==> config.mk <==
export PLATFORM = sky130hd
export DESIGN_NAME = p_i_cache_lookup
export DESIGN_NICKNAME = d
export VERILOG_FILES = /design/src/rtl/p_i_cache_lookup.sv
export SDC_FILE = /design/constraint.sdc
export NUM_CORES = 2
export LEC_CHECK = 0
export CORE_ASPECT_RATIO = 1.25
export CORE_MARGIN = 2
export CORE_UTILIZATION = 47
export DETAILED_ROUTE_END_ITERATION = 16
export PLACE_DENSITY = 0.69
export RECOVER_POWER = 100
export SKIP_CTS_REPAIR_TIMING = 1
export SLEW_MARGIN = 30
export SYNTH_ARGS = -nofsm -noshare
export SYNTH_HDL_FRONTEND = slang
export SYNTH_MEMORY_MAX_BITS = 65536
export SYNTH_SLANG_ARGS = --single-unit
==> constraint.sdc <==
create_clock -name clk -period 48.4 [get_ports clk]
set_input_delay 9.68 -clock clk [delete_from_list [all_inputs] [get_ports clk]]
set_output_delay 9.68 -clock clk [all_outputs]
set_load 0.01 [all_outputs]
==> src/rtl/p_i_cache_lookup.sv <==
// Stage-2 instruction cache lookup: direct-mapped, flop-based arrays, miss stalls and fills a 256-bit line.
// Optional hit/miss performance counters are built when P_I_CACHE_PERF_EN is defined.
module p_i_cache_lookup #(
    parameter int NUM_SETS = 16
) (
    input  logic         clk,
    input  logic         rst,
    input  logic         s2_valid,
    input  logic [31:0]  s2_addr,
    output logic         imem_resp,
    output logic [31:0]  imem_rdata,
    output logic         stall,
    output logic         pmem_read,
    output logic [31:0]  pmem_address,
    input  logic [255:0] pmem_rdata,
    input  logic         pmem_resp
`ifdef P_I_CACHE_PERF_EN
    ,
    output logic [31:0]  hit_count,
    output logic [31:0]  miss_count
`endif
);
    localparam int IDX_W = $clog2(NUM_SETS);
    localparam int TAG_W = 32 - 5 - IDX_W;

    typedef enum logic {
        LOOKUP = 1'b0,
        FETCH  = 1'b1
    } state_t;

    state_t state_q, state_d;

    logic [NUM_SETS-1:0] valid_q;
    logic [TAG_W-1:0]    tag_q  [NUM_SETS];
    logic [255:0]        data_q [NUM_SETS];

    // Only the line part of the miss address is kept; the offset is always zero.
    logic [26:0]      miss_line_q;
    logic [IDX_W-1:0] s2_idx;
    logic [TAG_W-1:0] s2_tag;
    logic [2:0]       s2_word;
    logic [IDX_W-1:0] miss_idx;
    logic [TAG_W-1:0] miss_tag;
    logic             hit;
    logic             load_miss;
    logic             fill;
    logic             unused_addr_bits;

    assign s2_idx   = s2_addr[5 +: IDX_W];
    assign s2_tag   = s2_addr[31 -: TAG_W];
    assign s2_word  = s2_addr[4:2];
    assign miss_idx = miss_line_q[IDX_W-1:0];
    assign miss_tag = miss_line_q[26 -: TAG_W];
    assign unused_addr_bits = ^s2_addr[1:0];

    assign hit        = s2_valid && valid_q[s2_idx] && (tag_q[s2_idx] == s2_tag)
                        && (state_q == LOOKUP);
    assign imem_rdata = data_q[s2_idx][{s2_word, 5'b0} +: 32];
    assign stall      = s2_valid && !imem_resp;

    always_comb begin
        state_d      = state_q;
        imem_resp    = 1'b0;
        pmem_read    = 1'b0;
        pmem_address = 32'd0;
        load_miss    = 1'b0;
        fill         = 1'b0;
        case (state_q)
            LOOKUP: begin
                imem_resp = hit;
                if (s2_valid && !hit) begin
                    load_miss = 1'b1;
                    state_d   = FETCH;
                end
            end
            FETCH: begin
                pmem_read    = 1'b1;
                pmem_address = {miss_line_q, 5'b0};
                if (pmem_resp) begin
                    fill    = 1'b1;
                    state_d = LOOKUP;
                end
            end
            default: state_d = LOOKUP;
        endcase
    end

    always_ff @(posedge clk) begin
        if (rst) begin
            state_q     <= LOOKUP;
            valid_q     <= '0;
            miss_line_q <= '0;
        end else begin
            state_q <= state_d;
            if (load_miss) miss_line_q <= s2_addr[31:5];
            if (fill)      valid_q[miss_idx] <= 1'b1;
        end
    end

    // Tag and data contents are qualified by valid_q, so they carry no reset.
    always_ff @(posedge clk) begin
        if (fill && !rst) begin
            tag_q[miss_idx]  <= miss_tag;
            data_q[miss_idx] <= pmem_rdata;
        end
    end

`ifdef P_I_CACHE_PERF_EN
    always_ff @(posedge clk) begin
        if (rst) begin
            hit_count  <= 32'd0;
            miss_count <= 32'd0;
        end else begin
            if (imem_resp) hit_count  <= hit_count + 32'd1;
            if (load_miss) miss_count <= miss_count + 32'd1;
        end
    end
`endif

endmodule
Word-level counts from Yosys, hierarchy flattened. Memories as Yosys holds them, arrays and structs flattened. Cells that the tools add are included.

Register bits: 44. Bits in writable memories: 4464. Input bits: 292. Output and inout bits: 67. Word-level logic and storage cells: 37. Memories kept: 2.

Magnitude comparators: 3. Eq/ne operators: 1. Shift operators: 1. Mux-type cells: 15. Bitwise gates (word level): 2. Reduce and logical (&&, ||, !) cells: 10.

Memory list: data_q (depth 16, bits a word 256, rd ports 1, clocked after Yosys merged registers in 0, write ports 1, RTL line 35) `logic [255:0] data_q [NUM_SETS];`; tag_q (depth 16, bits a word 23, rd ports 1, clocked after Yosys merged registers in 0, write ports 1, RTL line 34) `logic [TAG_W-1:0] tag_q [NUM_SETS];`.

Operators with widths (number): indexed part select 256 x 9 -> 32 bit (1); 2-to-1 mux 32 bit (1); == test 23 bit (1); bitwise OR 16 bit (1); 2-to-1 mux 1 bit (11); < comparator 4 x 5 -> 1 bit (second input constant) (2); logical AND 1 bit (7); binary-select mux 1 bit (select 4 bit) (1); demux 1 bit (select 4 bit) (1); greater-or-equal comparator 4 x 1 -> 1 bit (second input constant) (1); zero test 1 bit (3); case mux 1 bit (2 select lines) (1); NOT 1 bit (1).

Depth between registers and ports, before layout.
Depth after elaboration: 9. Depth in mapped cells: 16. Mapped depth without buffers: 8.

Least setup slack after synthesis. No wires, ideal clock.

Path kind: input port to flip-flop. Start point: input port rst. End point: memory data_q[0][0] (enable). Library setup time: 0.925 ns. Arrival: 22.167 ns. Data required time: 47.475 ns. Setup slack: 25.307 ns. Stages on the path: 5. Buffers on the path: 2. Cell sequence: clkbuf_1 > or2_2 > or3_1 > clkbuf_1 > nor2_1.

Cells in the longest elaborated chain, start to end: 4.

Ends and longest elaborated chain: from (decl) (RTL line 7) `input logic rst,`; zero test 1 bit (RTL line 102) `if (fill && !rst) begin`; logical AND 1 bit (RTL line 102); 2-to-1 mux 1 bit (RTL line 102); 2-to-1 mux 1 bit (implied by the code) (RTL line 104) `data_q[miss_idx] <= pmem_rdata;`; to (decl) (RTL line 35).

Every way passes these cells.

Worst setup path in the final report.
Start point: input port s2_addr[5]. End point: output port stall.

Cells in the longest elaborated chain, start to end: 8. Elaborated cells on any way between the ends: 10. Those cells by class: eq/ne: 1; mux: 3; reduce/logical: 5; memory: 1.

Ends and longest elaborated chain: from (decl) (RTL line 9) `input logic [31:0] s2_addr,`; branches (longest 3 deep; another with memory read (16 x 23 bit)); logical AND 1 bit * (RTL line 56) `assign hit = s2_valid && valid_q[s2_idx] && (tag_q[s2_idx] == s2_tag)`; logical AND 1 bit * (RTL line 57) `&& (state_q == LOOKUP);`; 2-to-1 mux 1 bit * (RTL line 68) `case (state_q)`; zero test 1 bit * (RTL line 59) `assign stall = s2_valid && !imem_resp;`; logical AND 1 bit * (RTL line 59); to (decl) (RTL line 12) `output logic stall,`.

Mark *: on every way between the ends. The select of a mux whose other input is x is not followed.

==> flow_summary.json <==
{
  "yosysSeqAreaShare": 0.783,
  "dp_hpwl_um": 223000,
  "slew_headroom": -5.35,
  "finClkSkew_ns": 0.0484,
  "synth_ff_type": "edfxtp_1",
  "place_ws_ns": 20.68,
  "top_usage_layer": "met2",
  "synth_seq_cells": 4508,
  "status": "finished with violations",
  "cts_tree": "done",
  "yosys.cell_types.count": 51,
  "ff2ff_setup_slack_ns": 32.77,
  "maxSlewViolCount": 5173,
  "cts-htree-levels": 5,
  "area_delta_synth_final_pct": 12.9,
  "path_cells": "buf_16, clkbuf_1, clkbuf_1, clkbuf_1, mux4_2, mux2i_1, a222oi_1, a22oi_1, a211oi_1, and4b_1, clkbuf_1, nand2_1, and2_0, clkdlybuf4s50_1",
  "grt_pass1_wl_um": 581000,
  "cts_buffers": 416,
  "crit_type": "in -> out",
  "arrival_ns": 25.48,
  "ant_nets": 0,
  "gr-usage-met1": 0.303,
  "antenna_found_initial": 200,
  "fin_crit_sh": 0.726,
  "die_x_um": 546,
  "port_buffers": 351,
  "globalRouteMet2Util": 0.346,
  "ys_async_sr_fraction": 0,
  "finalSetupTns_ns": 0,
  "crit_path_end": "stall",
  "cts.sinks": 4508,
  "syn_area_um2": 172000,
  "ios": 359,
  "r2r_start": "state_q",
  "failed_checks": "capacitance limit, slew limit",
  "cts-root-buf": "clkbuf_16",
  "p_leak_nw": 59.2,
  "fmax_mhz": 28.4,
  "fin_nets": 7602,
  "wire_per_inst_um": 31.9,
  "power.density_nw_per_um2": 40.7,
  "synth_edf_count": 4464,
  "routed_wl_um": 403000,
  "drc": 0,
  "dieArea_um2": 372000,
  "syn_area_per_cell_um2": 25.5,
  "crit_path_max_incr_delay_ns": 5.19,
  "worstReg2RegEnd": "data_q[11][233]",
  "crit_top_cell": "clkbuf_1",
  "period_minus_slack_ns": 35.16,
  "clockBufferDepth": 4,
  "die_height_um": 681,
  "vias": 77815,
  "cp_max_fo": 89,
  "grt_pass1_vias": 79977,
  "crit_start": "s2_addr[5]",
  "ys_warn_count": 0,
  "worst_skew_pair.late_latency_ns": 0.92,
  "rsz0062_at_grt": "no",
  "first_pass_iters": 5,
  "grt_overflow": 0,
  "grt_max_degree": 112,
  "r2r_cells": 8,
  "cp_slowest_cell": "clkbuf_1",
  "grt.total_usage": 0.216,
  "end_kind": "output port",
  "syn_inst": 6763,
  "tightest_slew_ns": 9.53,
  "drive_above_1_share": 0.278,
  "layout_setup_ws_ns": 13.24,
  "clk_pin_slew_worst_paths_ns": 0.07,
  "vdd_drop_max_v": 0.0000323,
  "routabilityCongestion": 0.777,
  "use_met3": 0.0497,
  "start_util": 0.472,
  "fp.coreArea_um2": 365000,
  "hold_path.class": "reg -> reg",
  "drv_cap": 113,
  "viasPerCell": 6.16,
  "first_iter_violations": 9366,
  "num_rows": 248,
  "hold_viol": 0,
  "hold_ws_ns": 0.478,
  "setup_viol": 0,
  "cp.required_ns": 38.72,
  "worst_setup_path_start_kind": "primary input"
}
sequential cells by signal (all words and copies together), names as in the netlist:
register     cells
data_q        4096
tag_q          368
miss_line_q     27
valid_q         16
state_q          1
placed cells by master (no fill, tap or decap), drive strengths merged, types with 5 or more instances in the layout:
cell type / synthesis / routed
a22oi: 5 / 5
and2: 29 / 29
buf: 221 / 57
bufinv: 0 / 39
clkbuf: 161 / 609
clkdlybuf4s50: 0 / 70
clkinv: 1 / 181
clkinvlp: 0 / 12
conb: 1 / 5
dfxtp: 44 / 44
diode: 0 / 115
dlygate4sd3: 0 / 273
edfxtp: 4464 / 4464
inv: 19 / 33
mux2: 34 / 34
mux2i: 48 / 48
mux4: 1436 / 1436
nand2: 12 / 12
nand3: 10 / 10
nand3b: 30 / 30
nand4: 32 / 32
nand4b: 52 / 52
nor2: 27 / 27
nor2b: 6 / 6
o21ai: 7 / 7
o22ai: 16 / 16
or4: 7 / 7
or4b: 25 / 25
xnor2: 13 / 13
xor2: 15 / 15
Yosys cell counts, types with 13 or more instances:
cell type	number	area, um2
edfxtp_1	4464	134000
mux4_2	1436	32300
clkbuf_1	161	604
buf_2	111	556
buf_1	63	236
nand4b_1	52	455
mux2i_1	48	480
dfxtp_1	44	881
mux2_2	34	383
nand4_1	32	200
buf_4	30	225
nand3b_1	30	225
and2_1	29	181
nor2_1	27	101
or4b_2	23	230
inv_1	19	71.3
buf_6	17	191
o22ai_1	16	100
xor2_1	15	131
xnor2_1	13	114
how the worst min path moves through the flow:
| stage | startpoint | end | slack, ns | depth (start not counted) |
|---|---|---|---|---|
| 6_report | valid_q[1] | valid_q[1] | 0.48 | 2 |
| 5_1_grt | valid_q[6] | valid_q[6] | 0.49 | 2 |
| 2_1_floorplan | valid_q[14] | valid_q[14] | 0.45 | 2 |
| 3_5_place_dp | valid_q[13] | valid_q[13] | 0.47 | 2 |
| 3_3_place_gp | valid_q[1] | valid_q[1] | 0.47 | 2 |
| 4_1_cts | valid_q[13] | valid_q[13] | 0.48 | 2 |
cell type report:
type / instances / area, um2
antenna: 115 / 288
clock buffer: 502 / 10900
clock inverter: 245 / 2370
fill: 26826 / 170000
inverter: 20 / 75.1
multi-input combinational: 1857 / 35600
sequential: 4508 / 135000
tap: 4875 / 6100
timing repair buffer: 507 / 4420
power by group:
part           internal [W]  leakage (nW)  switching [W]
registers           0.00431          40.6      0.0000162
clock network       0.00181          6.47        0.00139
logic              0.000177          12.1       0.000215
layer usage:
layer  wire length [um]  share of wire
met1             157000           0.39
met2             197000           0.49
met3              39700          0.098
met4               9300          0.023
met5                536         0.0013
cell families after synthesis:
family | synth area share
flip-flops | 0.783
multiplexers | 0.193
buffers and inverters | 0.0110
AND/OR/NAND/NOR | 0.0102
AO/OA/AOI/OAI | 0.00203
XOR/XNOR | 0.00142
other | 0.0000218
metrics by stage:
step / instances / power [W] / instance area, um2 / utilization
after floorplan: 6767 / 0.00464 / 172000 / -
after global placement: 11757 / 0.00480 / 182000 / 0.498
after detailed placement: 11764 / 0.00481 / 182000 / 0.498
after CTS: 12511 / 0.00798 / 195000 / 0.535
after global routing: 12552 / 0.00814 / 194000 / 0.533
final: 12629 / 0.00792 / 195000 / 0.533
critical path, delay by kind of cell:
family	cells	cell delay [ns]
muxes	2	1.16
AOI/OAI and AO/OA	3	0.87
and+or+nand+nor	3	0.66
buffers and inverters	6	12.89
Power figures use the tool's default switching activity.
